`src/rtl/vram_prefetch.sv`:
```
// Scan-out read front end: holds the current VRAM word and prefetches the next sequential one.
// Optional demand-miss counter on the miss_cnt port when VRAM_PREFETCH_STATS_EN is defined.
module vram_prefetch #(
    parameter int ADDR_W  = 14,
    parameter int TIMEOUT = 15
) (
    input  logic              clk_sys,
    input  logic              reset_n,
    input  logic [ADDR_W-1:0] vram_addr,
    output logic [15:0]       vram_data,
    output logic              vram_valid,
    output logic [ADDR_W-1:0] mem_addr,
    output logic              mem_rd,
    input  logic              mem_ack,
    input  logic [15:0]       mem_data
`ifdef VRAM_PREFETCH_STATS_EN
    ,
    output logic [15:0]       miss_cnt
`endif
);

    typedef enum logic [1:0] {S_IDLE, S_REQ, S_WAIT} state_t;

    typedef struct packed {
        logic              vld;
        logic [ADDR_W-1:0] tag;
        logic [15:0]       data;
    } entry_t;

    localparam logic [ADDR_W-1:0] ONE      = {{(ADDR_W-1){1'b0}}, 1'b1};
    localparam logic [3:0]        TMO_LAST = 4'(TIMEOUT - 1);

    state_t            state_q, state_d;
    entry_t            ent_c_q, ent_c_d, ent_n_q, ent_n_d;
    logic [ADDR_W-1:0] cur_addr_q;
    logic              force_q, force_d;
    logic [ADDR_W-1:0] mem_addr_q, mem_addr_d;
    logic              mem_rd_q, mem_rd_d;
    logic              req_dem_q, req_dem_d;
    logic              pend_dem_q, pend_dem_d;
    logic [ADDR_W-1:0] dem_addr_q, dem_addr_d;
    logic              pend_pf_q, pend_pf_d;
    logic [ADDR_W-1:0] pf_addr_q, pf_addr_d;
    logic [3:0]        tmo_q, tmo_d;
    logic              miss_ev;

    logic              change, ack_ok, dem_fill, pf_fill;
    logic [ADDR_W-1:0] addr_inc;

    assign change   = (vram_addr != cur_addr_q) || force_q;
    assign addr_inc = vram_addr + ONE;
    assign ack_ok   = (state_q == S_WAIT) && mem_ack;
    // Fills are judged against the address wanted right now, so a same-cycle change wins.
    assign dem_fill = ack_ok && req_dem_q && (mem_addr_q == vram_addr);
    assign pf_fill  = ack_ok && !req_dem_q &&
                      ((mem_addr_q == addr_inc) || (mem_addr_q == vram_addr));

    always_comb begin
        state_d    = state_q;
        ent_c_d    = ent_c_q;
        ent_n_d    = ent_n_q;
        force_d    = force_q;
        mem_addr_d = mem_addr_q;
        mem_rd_d   = mem_rd_q;
        req_dem_d  = req_dem_q;
        pend_dem_d = pend_dem_q;
        dem_addr_d = dem_addr_q;
        pend_pf_d  = pend_pf_q;
        pf_addr_d  = pf_addr_q;
        tmo_d      = tmo_q;
        miss_ev    = 1'b0;

        case (state_q)
            S_IDLE: begin
                // Hold off dispatch for a cycle while a change re-targets the pending work.
                if (!change) begin
                    if (pend_dem_q) begin
                        state_d    = S_REQ;
                        mem_addr_d = dem_addr_q;
                        mem_rd_d   = 1'b1;
                        req_dem_d  = 1'b1;
                        pend_dem_d = 1'b0;
                    end else if (pend_pf_q) begin
                        state_d    = S_REQ;
                        mem_addr_d = pf_addr_q;
                        mem_rd_d   = 1'b1;
                        req_dem_d  = 1'b0;
                        pend_pf_d  = 1'b0;
                    end
                end
            end
            S_REQ: begin
                state_d = S_WAIT;
                tmo_d   = 4'd0;
            end
            S_WAIT: begin
                if (mem_ack) begin
                    mem_rd_d = 1'b0;
                    state_d  = S_IDLE;
                end else if (tmo_q == TMO_LAST) begin
                    mem_rd_d = 1'b0;
                    state_d  = S_IDLE;
                    if (req_dem_q && (mem_addr_q == vram_addr)) begin
                        pend_dem_d = 1'b1;
                        dem_addr_d = mem_addr_q;
                    end
                end else begin
                    tmo_d = tmo_q + 4'd1;
                end
            end
            default: state_d = S_IDLE;
        endcase

        if (dem_fill) begin
            ent_c_d    = '{vld: 1'b1, tag: mem_addr_q, data: mem_data};
            pend_dem_d = 1'b0;
            pend_pf_d  = 1'b1;
            pf_addr_d  = mem_addr_q + ONE;
        end
        if (pf_fill)
            ent_n_d = '{vld: 1'b1, tag: mem_addr_q, data: mem_data};

        // Change is resolved against the post-fill entries.
        if (change) begin
            force_d = 1'b0;
            if (dem_fill) begin
                pend_dem_d = 1'b0;
            end else if (ent_n_d.vld && (ent_n_d.tag == vram_addr)) begin
                ent_c_d     = ent_n_d;
                ent_n_d.vld = 1'b0;
                pend_dem_d  = 1'b0;
                pend_pf_d   = 1'b1;
                pf_addr_d   = addr_inc;
            end else begin
                ent_c_d.vld = 1'b0;
                pend_dem_d  = 1'b1;
                dem_addr_d  = vram_addr;
                pend_pf_d   = 1'b0;
                miss_ev     = 1'b1;
            end
        end
    end

    always_ff @(posedge clk_sys or negedge reset_n) begin
        if (!reset_n) begin
            state_q    <= S_IDLE;
            ent_c_q    <= '0;
            ent_n_q    <= '0;
            cur_addr_q <= '0;
            force_q    <= 1'b1;
            mem_addr_q <= '0;
            mem_rd_q   <= 1'b0;
            req_dem_q  <= 1'b0;
            pend_dem_q <= 1'b0;
            dem_addr_q <= '0;
            pend_pf_q  <= 1'b0;
            pf_addr_q  <= '0;
            tmo_q      <= 4'd0;
        end else begin
            state_q    <= state_d;
            ent_c_q    <= ent_c_d;
            ent_n_q    <= ent_n_d;
            cur_addr_q <= vram_addr;
            force_q    <= force_d;
            mem_addr_q <= mem_addr_d;
            mem_rd_q   <= mem_rd_d;
            req_dem_q  <= req_dem_d;
            pend_dem_q <= pend_dem_d;
            dem_addr_q <= dem_addr_d;
            pend_pf_q  <= pend_pf_d;
            pf_addr_q  <= pf_addr_d;
            tmo_q      <= tmo_d;
        end
    end

`ifdef VRAM_PREFETCH_STATS_EN
    logic [15:0] miss_q;
    always_ff @(posedge clk_sys or negedge reset_n) begin
        if (!reset_n)
            miss_q <= 16'd0;
        else if (miss_ev && (miss_q != 16'hFFFF))
            miss_q <= miss_q + 16'd1;
    end
    assign miss_cnt = miss_q;
`else
    logic unused_miss;
    assign unused_miss = miss_ev;
`endif

    assign vram_data  = ent_c_q.data;
    assign vram_valid = ent_c_q.vld && (ent_c_q.tag == cur_addr_q);
    assign mem_addr   = mem_addr_q;
    assign mem_rd     = mem_rd_q;

endmodule

```
`config.mk`:
```
export PLATFORM = sky130hd
export DESIGN_NAME = vram_prefetch
export DESIGN_NICKNAME = d
export VERILOG_FILES = /design/src/rtl/vram_prefetch.sv
export SDC_FILE = /design/constraint.sdc
export NUM_CORES = 1
export LEC_CHECK = 0
export CAP_MARGIN = 0
export CORE_MARGIN = 2
export CORE_UTILIZATION = 53
export DETAILED_ROUTE_END_ITERATION = 8
export PLACE_DENSITY = 0.83
export SYNTH_ARGS = -nofsm -noshare
export SYNTH_HDL_FRONTEND = slang
export SYNTH_SLANG_ARGS = --single-unit
export TNS_END_PERCENT = 100
```
`constraint.sdc`:
```
create_clock -name clk_sys -period 3 [get_ports clk_sys]
set_clock_uncertainty 0.05 [all_clocks]
set_input_delay 0.45 -clock clk_sys [delete_from_list [all_inputs] [get_ports clk_sys]]
set_output_delay 0.45 -clock clk_sys [all_outputs]
set_load 0.01 [all_outputs]
```
==> Yosys cells after proc, flatten, opt, wreduce, memory -nomap -nowiden <==
Cells that the tools add are included.
{ "op_classes": {"n_addsub": 3, "multipliers": 0, "bitwise_logic": 1, "magnitude_cmp": 0, "div_mod_pow": 0, "reduce_logical": 21, "n_shift": 0, "muxes": 53, "n_eq_ne": 16} }
{ "ops": {"columns": ["op", "n"], "rows": [
  ["$mux W14", 13],
  ["$mux W31", 4],
  ["$eq A14 B14 Y1", 4],
  ["$mux W30", 1],
  ["$add A14 B1 Y14 const B", 2],
  ["$mux W1", 24],
  ["$ne A14 B14 Y1", 1],
  ["$mux W2", 5],
  ["$reduce_and A3 Y1", 3],
  ["$logic_and A1 B1 Y1", 8],
  ["$mux W4", 2],
  ["$ne A4 B3 Y1 const B", 2],
  ["$pmux W4 S2", 1],
  ["$reduce_and A4 Y1", 2],
  ["$ne A2 B2 Y1 const B", 3],
  ["$pmux W2 S3", 1],
  ["$reduce_bool A2 Y1", 3],
  ["$add A4 B1 Y4 const B", 1],
  ["$eq A4 B4 Y1 const B", 1],
  ["$ne A4 B4 Y1 const B", 1],
  ["$pmux W1 S2", 2],
  ["$reduce_bool A4 Y1", 1],
  ["$ne A3 B2 Y1 const B", 1],
  ["$ne A3 B3 Y1 const B", 1],
  ["6 further kinds", 7]
]} }
{ "totals": {"in_bits": 33, "reg_bits": 129, "ram_bits": 0, "latch_bits": 0, "rom_bits": 0, "n_memories": 0, "wordCells": 111} }

==> Longest topological paths before layout <==
{ "logic_depth": {"depth_word": 10, "depth_mapped": 12, "mapped_depth_nobuf": 10} }

==> Worst setup path before layout <==
Ideal clock, no wire load.
{ "synth_timing": {"path_kind": "input -> register", "start": "input vram_addr[0]", "end": "register dem_addr_q[11]", "required_ns": 2.825, "setup_ns": 0.125, "t_arrival_ns": 3.149, "path_stages": 12, "n_path_buf": 3, "setup_slack_ns": -0.324, "cell_sequence": "buf_2 -> nand3_2 -> nor3_1 -> mux2_2 -> o21ai_1 -> a41o_2 -> mux2i_1 -> or2_1 -> o21a_1 -> buf_2 -> buf_6 -> mux2_4"} }
{ "synth_between": {"elab_chain_cells": 10} }
{ "synth_rtl": {"columns": ["item", "line_no", "source"], "rows": [
  ["start, declared", "9", "input logic [ADDR_W-1:0] vram_addr,"],
  ["$add A14 B1 Y14", "51", "assign addr_inc = vram_addr + ONE;"],
  ["$eq A14 B14 Y1", "56", "((mem_addr_q == addr_inc) || (mem_addr_q == vram_addr));"],
  ["$logic_or A1 B1 Y1", "56", null],
  ["$logic_and A1 B1 Y1", "55", "assign pf_fill = ack_ok && !req_dem_q &&"],
  ["$mux W31", "120", "if (pf_fill)"],
  ["$eq A14 B14 Y1", "128", "end else if (ent_n_d.vld && (ent_n_d.tag == vram_addr)) begin"],
  ["$logic_and A1 B1 Y1", "128", null],
  ["$mux W14", "128", null],
  ["$mux W14", "126", "if (dem_fill) begin"],
  ["$mux W14 (*)", "124", "if (change) begin"],
  ["net dem_addr_d[11]", "41", "logic [ADDR_W-1:0] dem_addr_q, dem_addr_d;"],
  ["end signal, assigned", "169", "dem_addr_q <= dem_addr_d;"],
  ["end, declared", "41", null]
]} }
The timed path passes the listed nets; every way through them passes the cells marked *.
A chain may end at the register's enable or synchronous reset.

==> metrics <==
status finished with violations; failing checks negative setup slack; FF+latch count, synth 129; GR peak layer met2; grt met1 use 0.430; Filler Cells Inserted between 800 and 900; RSZ-0062 raised after global routing yes; Mapped Area roughly 0.0073 sq mm; routed len/inst between 20 and 25 um; GP Congestion 0.977; # nets final 975; TritonCTS buffer count 17; final setup margin -0.150 ns; placed cell count 1,068; Worst Setup SP mem_addr[4]; via count between 6,000 and 7,000; Core Area 0.0133 sq mm; vias in the first global route slightly below 7,000; DRT Wirelength 24.8 mm; Hold Path Class in2async; layout cells sized above 1 0.301; Root Driver clkbuf_16; Peak VDD IR around 0.42 mV; Setup crit start kind flop; Fin. Hold Viols 0; initial antenna violation count 0; htree depth 4; antenna diode count 0; post-route cell area 0.0104 sq mm; FF-to-FF End ent_c_q[22]; initial core utilization 0.548; Clk pin slew, worst setup/hold paths about 0.06 ns; final worst-path cycle share 1.05; Syn Area/Cell between 9 and 10 sq um; height of the die 121 um; largest net degree at the start of global routing slightly below 50; placed cell areas 0.00898 sq mm; met3 Use GR 0.0757; gate count after technology mapping 773; crit path to ent_c_q[22]; register-to-register setup slack -0.15 ns; worst-skew pair later-pin latency 0.42 ns; Yosys cell types about 70; number of endpoints failing setup at the final stage 56; Power, Total 4.35 mW; Post-synth EDFFs 0; row count 42; Die Wd 121 um; fin. max-slew vios 0; Worst slew margin 0.553; Worst Setup Path Type reg2reg; detailed placement HPWL 16.0 mm; Remaining DRCs 0; Area Growth Syn to Fin 41.9%; clock buffer depth 2; clk sinks roughly 130; routing usage on met2 0.534; critical path peak fanout 7; FF-to-FF path depth 11; power density cells 420 mW/mm^2; Post-DRT Antenna Nets 0; final non-filler cell total 1,127; top_reg_cell synth dfrtp_1; TritonCTS clock tree done; DR iter-0 viols 705; ys async rst share 1.00; DR pass1 iterations 5; Worst Tran Pin Value 0.670 ns; first-pass GRT wire length 36.7 mm; Hold WS 0.0119 ns; gr usage total 0.330; CP required between 3 and 4 ns; minimum clock period 3.15 ns; Ys Warns 0; vias per cell 5.97; Mapped Nets between 800 and 900; IO Count 65; port bufs 64; highest clock rate 0.317 GHz; gr ovfl total 0; CP arrival approximately 3.4 ns; Max-cap violations 0; Leak roughly 5.2 nW; FF-to-FF Start mem_addr[4]; crit end category flop; sequential fraction of the synthesis area 0.442; Die Area 0.0147 sq mm
## where the power goes
| group | total, mW | switching (mW) | internal [mW] |
|---|---|---|---|
| clock | 2.15 | 0.801 | 1.35 |
| sequential | 1.79 | 0.0244 | 1.77 |
| combinational | 0.406 | 0.207 | 0.199 |
## per-layer routing
metal	up-vias	wire length, um
met5	-	0
met4	0	983
met3	82	2000
met2	339	11900
met1	3336	9900
li1	2970	-
## per-stage QoR
step                setup WS (ns)  setup TNS, ns   util
floorplan                 -0.0758         -0.988      -
global placement           -0.992         -70.63  0.673
detailed placement          -1.03         -72.45  0.673
CTS                       -0.0895          -2.43  0.753
global route               -0.215         -10.29  0.777
finish                     -0.150          -5.07  0.777
## worst max-delay path, stage by stage, from the launching register on
cell and delay, ns:
dfrtp_1 0.41, xor2_2 0.16, buf_4 0.15, or4_4 0.58, nor3b_4 0.28, a41o_2 0.21, nor2_1 0.09, nor4_4 0.36
buf_6 0.23, buf_12 0.14, nor2_1 0.06, a211o_1 0.29
## cells in the mapped netlist (2+ instances only)
| master | instances | share of area |
|---|---|---|
| inv_1 | 13 | 0.0067 |
| buf_4 | 22 | 0.023 |
| and2_1 | 3 | 0.0026 |
| clkbuf_1 | 32 | 0.016 |
| o211ai_1 | 2 | 0.0021 |
| xor2_1 | 25 | 0.030 |
| a211o_1 | 29 | 0.035 |
| nor2b_1 | 5 | 0.0043 |
| mux2i_1 | 38 | 0.052 |
| nand2b_1 | 3 | 0.0026 |
| a21oi_1 | 21 | 0.014 |
| o21ai_1 | 12 | 0.0082 |
| buf_6 | 3 | 0.0046 |
| nor2_1 | 65 | 0.033 |
| mux2_1 | 8 | 0.012 |
| xnor2_1 | 51 | 0.061 |
| dfrtp_1 | 128 | 0.44 |
| nor4_1 | 8 | 0.0068 |
| nand3_1 | 18 | 0.012 |
| nand4_1 | 11 | 0.0094 |
| ha_1 | 4 | 0.0068 |
| nand2_1 | 126 | 0.065 |
| inv_2 | 2 | 0.0010 |
| mux2_2 | 16 | 0.025 |
| o21ai_0 | 11 | 0.0075 |
| a2111oi_0 | 5 | 0.0060 |
| and3_1 | 36 | 0.031 |
| a221o_1 | 2 | 0.0027 |
| buf_2 | 18 | 0.012 |
| or4_1 | 2 | 0.0021 |
| a2bb2oi_1 | 2 | 0.0024 |
| o22ai_1 | 5 | 0.0043 |
| nor3_1 | 9 | 0.0062 |
| a221oi_1 | 3 | 0.0036 |
| nor4_2 | 2 | 0.0034 |
## registers in the layout (all words and copies together), names as in the netlist, 2 cells and up
name        flops
state_q         2
cur_addr_q     14
dem_addr_q     14
mem_addr       14
pf_addr_q      14
tmo_q           4
ent_n_q        31
vram_data      16
ent_c_q        15
## how the worst min path moves through the flow
stage / slack, ns / endpoint / depth (start not counted)
after floorplan: 0.10 / cur_addr_q[0] / 0
after global routing: 0.05 / pf_addr_q[4] / 1
final: 0.01 / pf_addr_q[4] / 1
after global placement: 0.39 / ent_n_q[3] / 2
after detailed placement: 0.40 / ent_n_q[3] / 2
after CTS: 0.03 / pf_addr_q[4] / 1
## placed cells by master (no fill, tap or decap), drive strengths merged, types with 3 or more instances in the layout
cell / Yosys / final
nand2b: 3 / 3
nand3: 19 / 19
dfrtp: 128 / 128
xnor2: 52 / 52
nor2b: 5 / 5
clkinv: 0 / 5
and2: 3 / 3
o21ai: 23 / 23
buf: 44 / 154
nand4: 12 / 12
dlygate4sd2: 0 / 8
clkbuf: 32 / 27
a211o: 29 / 29
nor3: 9 / 9
a221oi: 3 / 3
and3: 36 / 36
nor2: 65 / 65
inv: 15 / 17
o22ai: 5 / 5
nor4: 10 / 10
a2111oi: 5 / 5
xor2: 25 / 25
nand2: 127 / 127
ha: 4 / 4
bufinv: 0 / 3
mux2i: 38 / 38
mux2: 25 / 25
a21oi: 21 / 21
clkdlybuf4s50: 0 / 50
## final cells by class
type / instances / area (sq um) / area share
clock buffer: 20 / 457 / 0.0440
multi-input combinational: 553 / 4100 / 0.395
inverter: 15 / 56.3 / 0.00543
timing repair buffer: 222 / 2160 / 0.208
sequential: 129 / 3230 / 0.312
tap: 176 / 220 / 0.0212
clock inverter: 12 / 155 / 0.0150
## timing repair
item | CTS | global route
hold buffers | 0 | 0
pin swaps | 36 | 28
gates resized for setup | 82 | 32
cloned | 1 | 8
setup buffers | 15 | 4
setup endpoints to repair | 81 | 61
endpoints found under the hold margin | 0 | 0
## kinds of logic after synthesis
family,after synthesis,synth area share
AND/OR/NAND/NOR,301,0.196
XOR/XNOR,78,0.0965
multiplexers,63,0.0911
other,1,0.000513
AO/OA/AOI/OAI,106,0.103
flip-flops,129,0.442
buffers and inverters,91,0.0642
adder cells (fa/ha/maj),4,0.00685
Note: power is estimated with default switching activity, not from simulation.
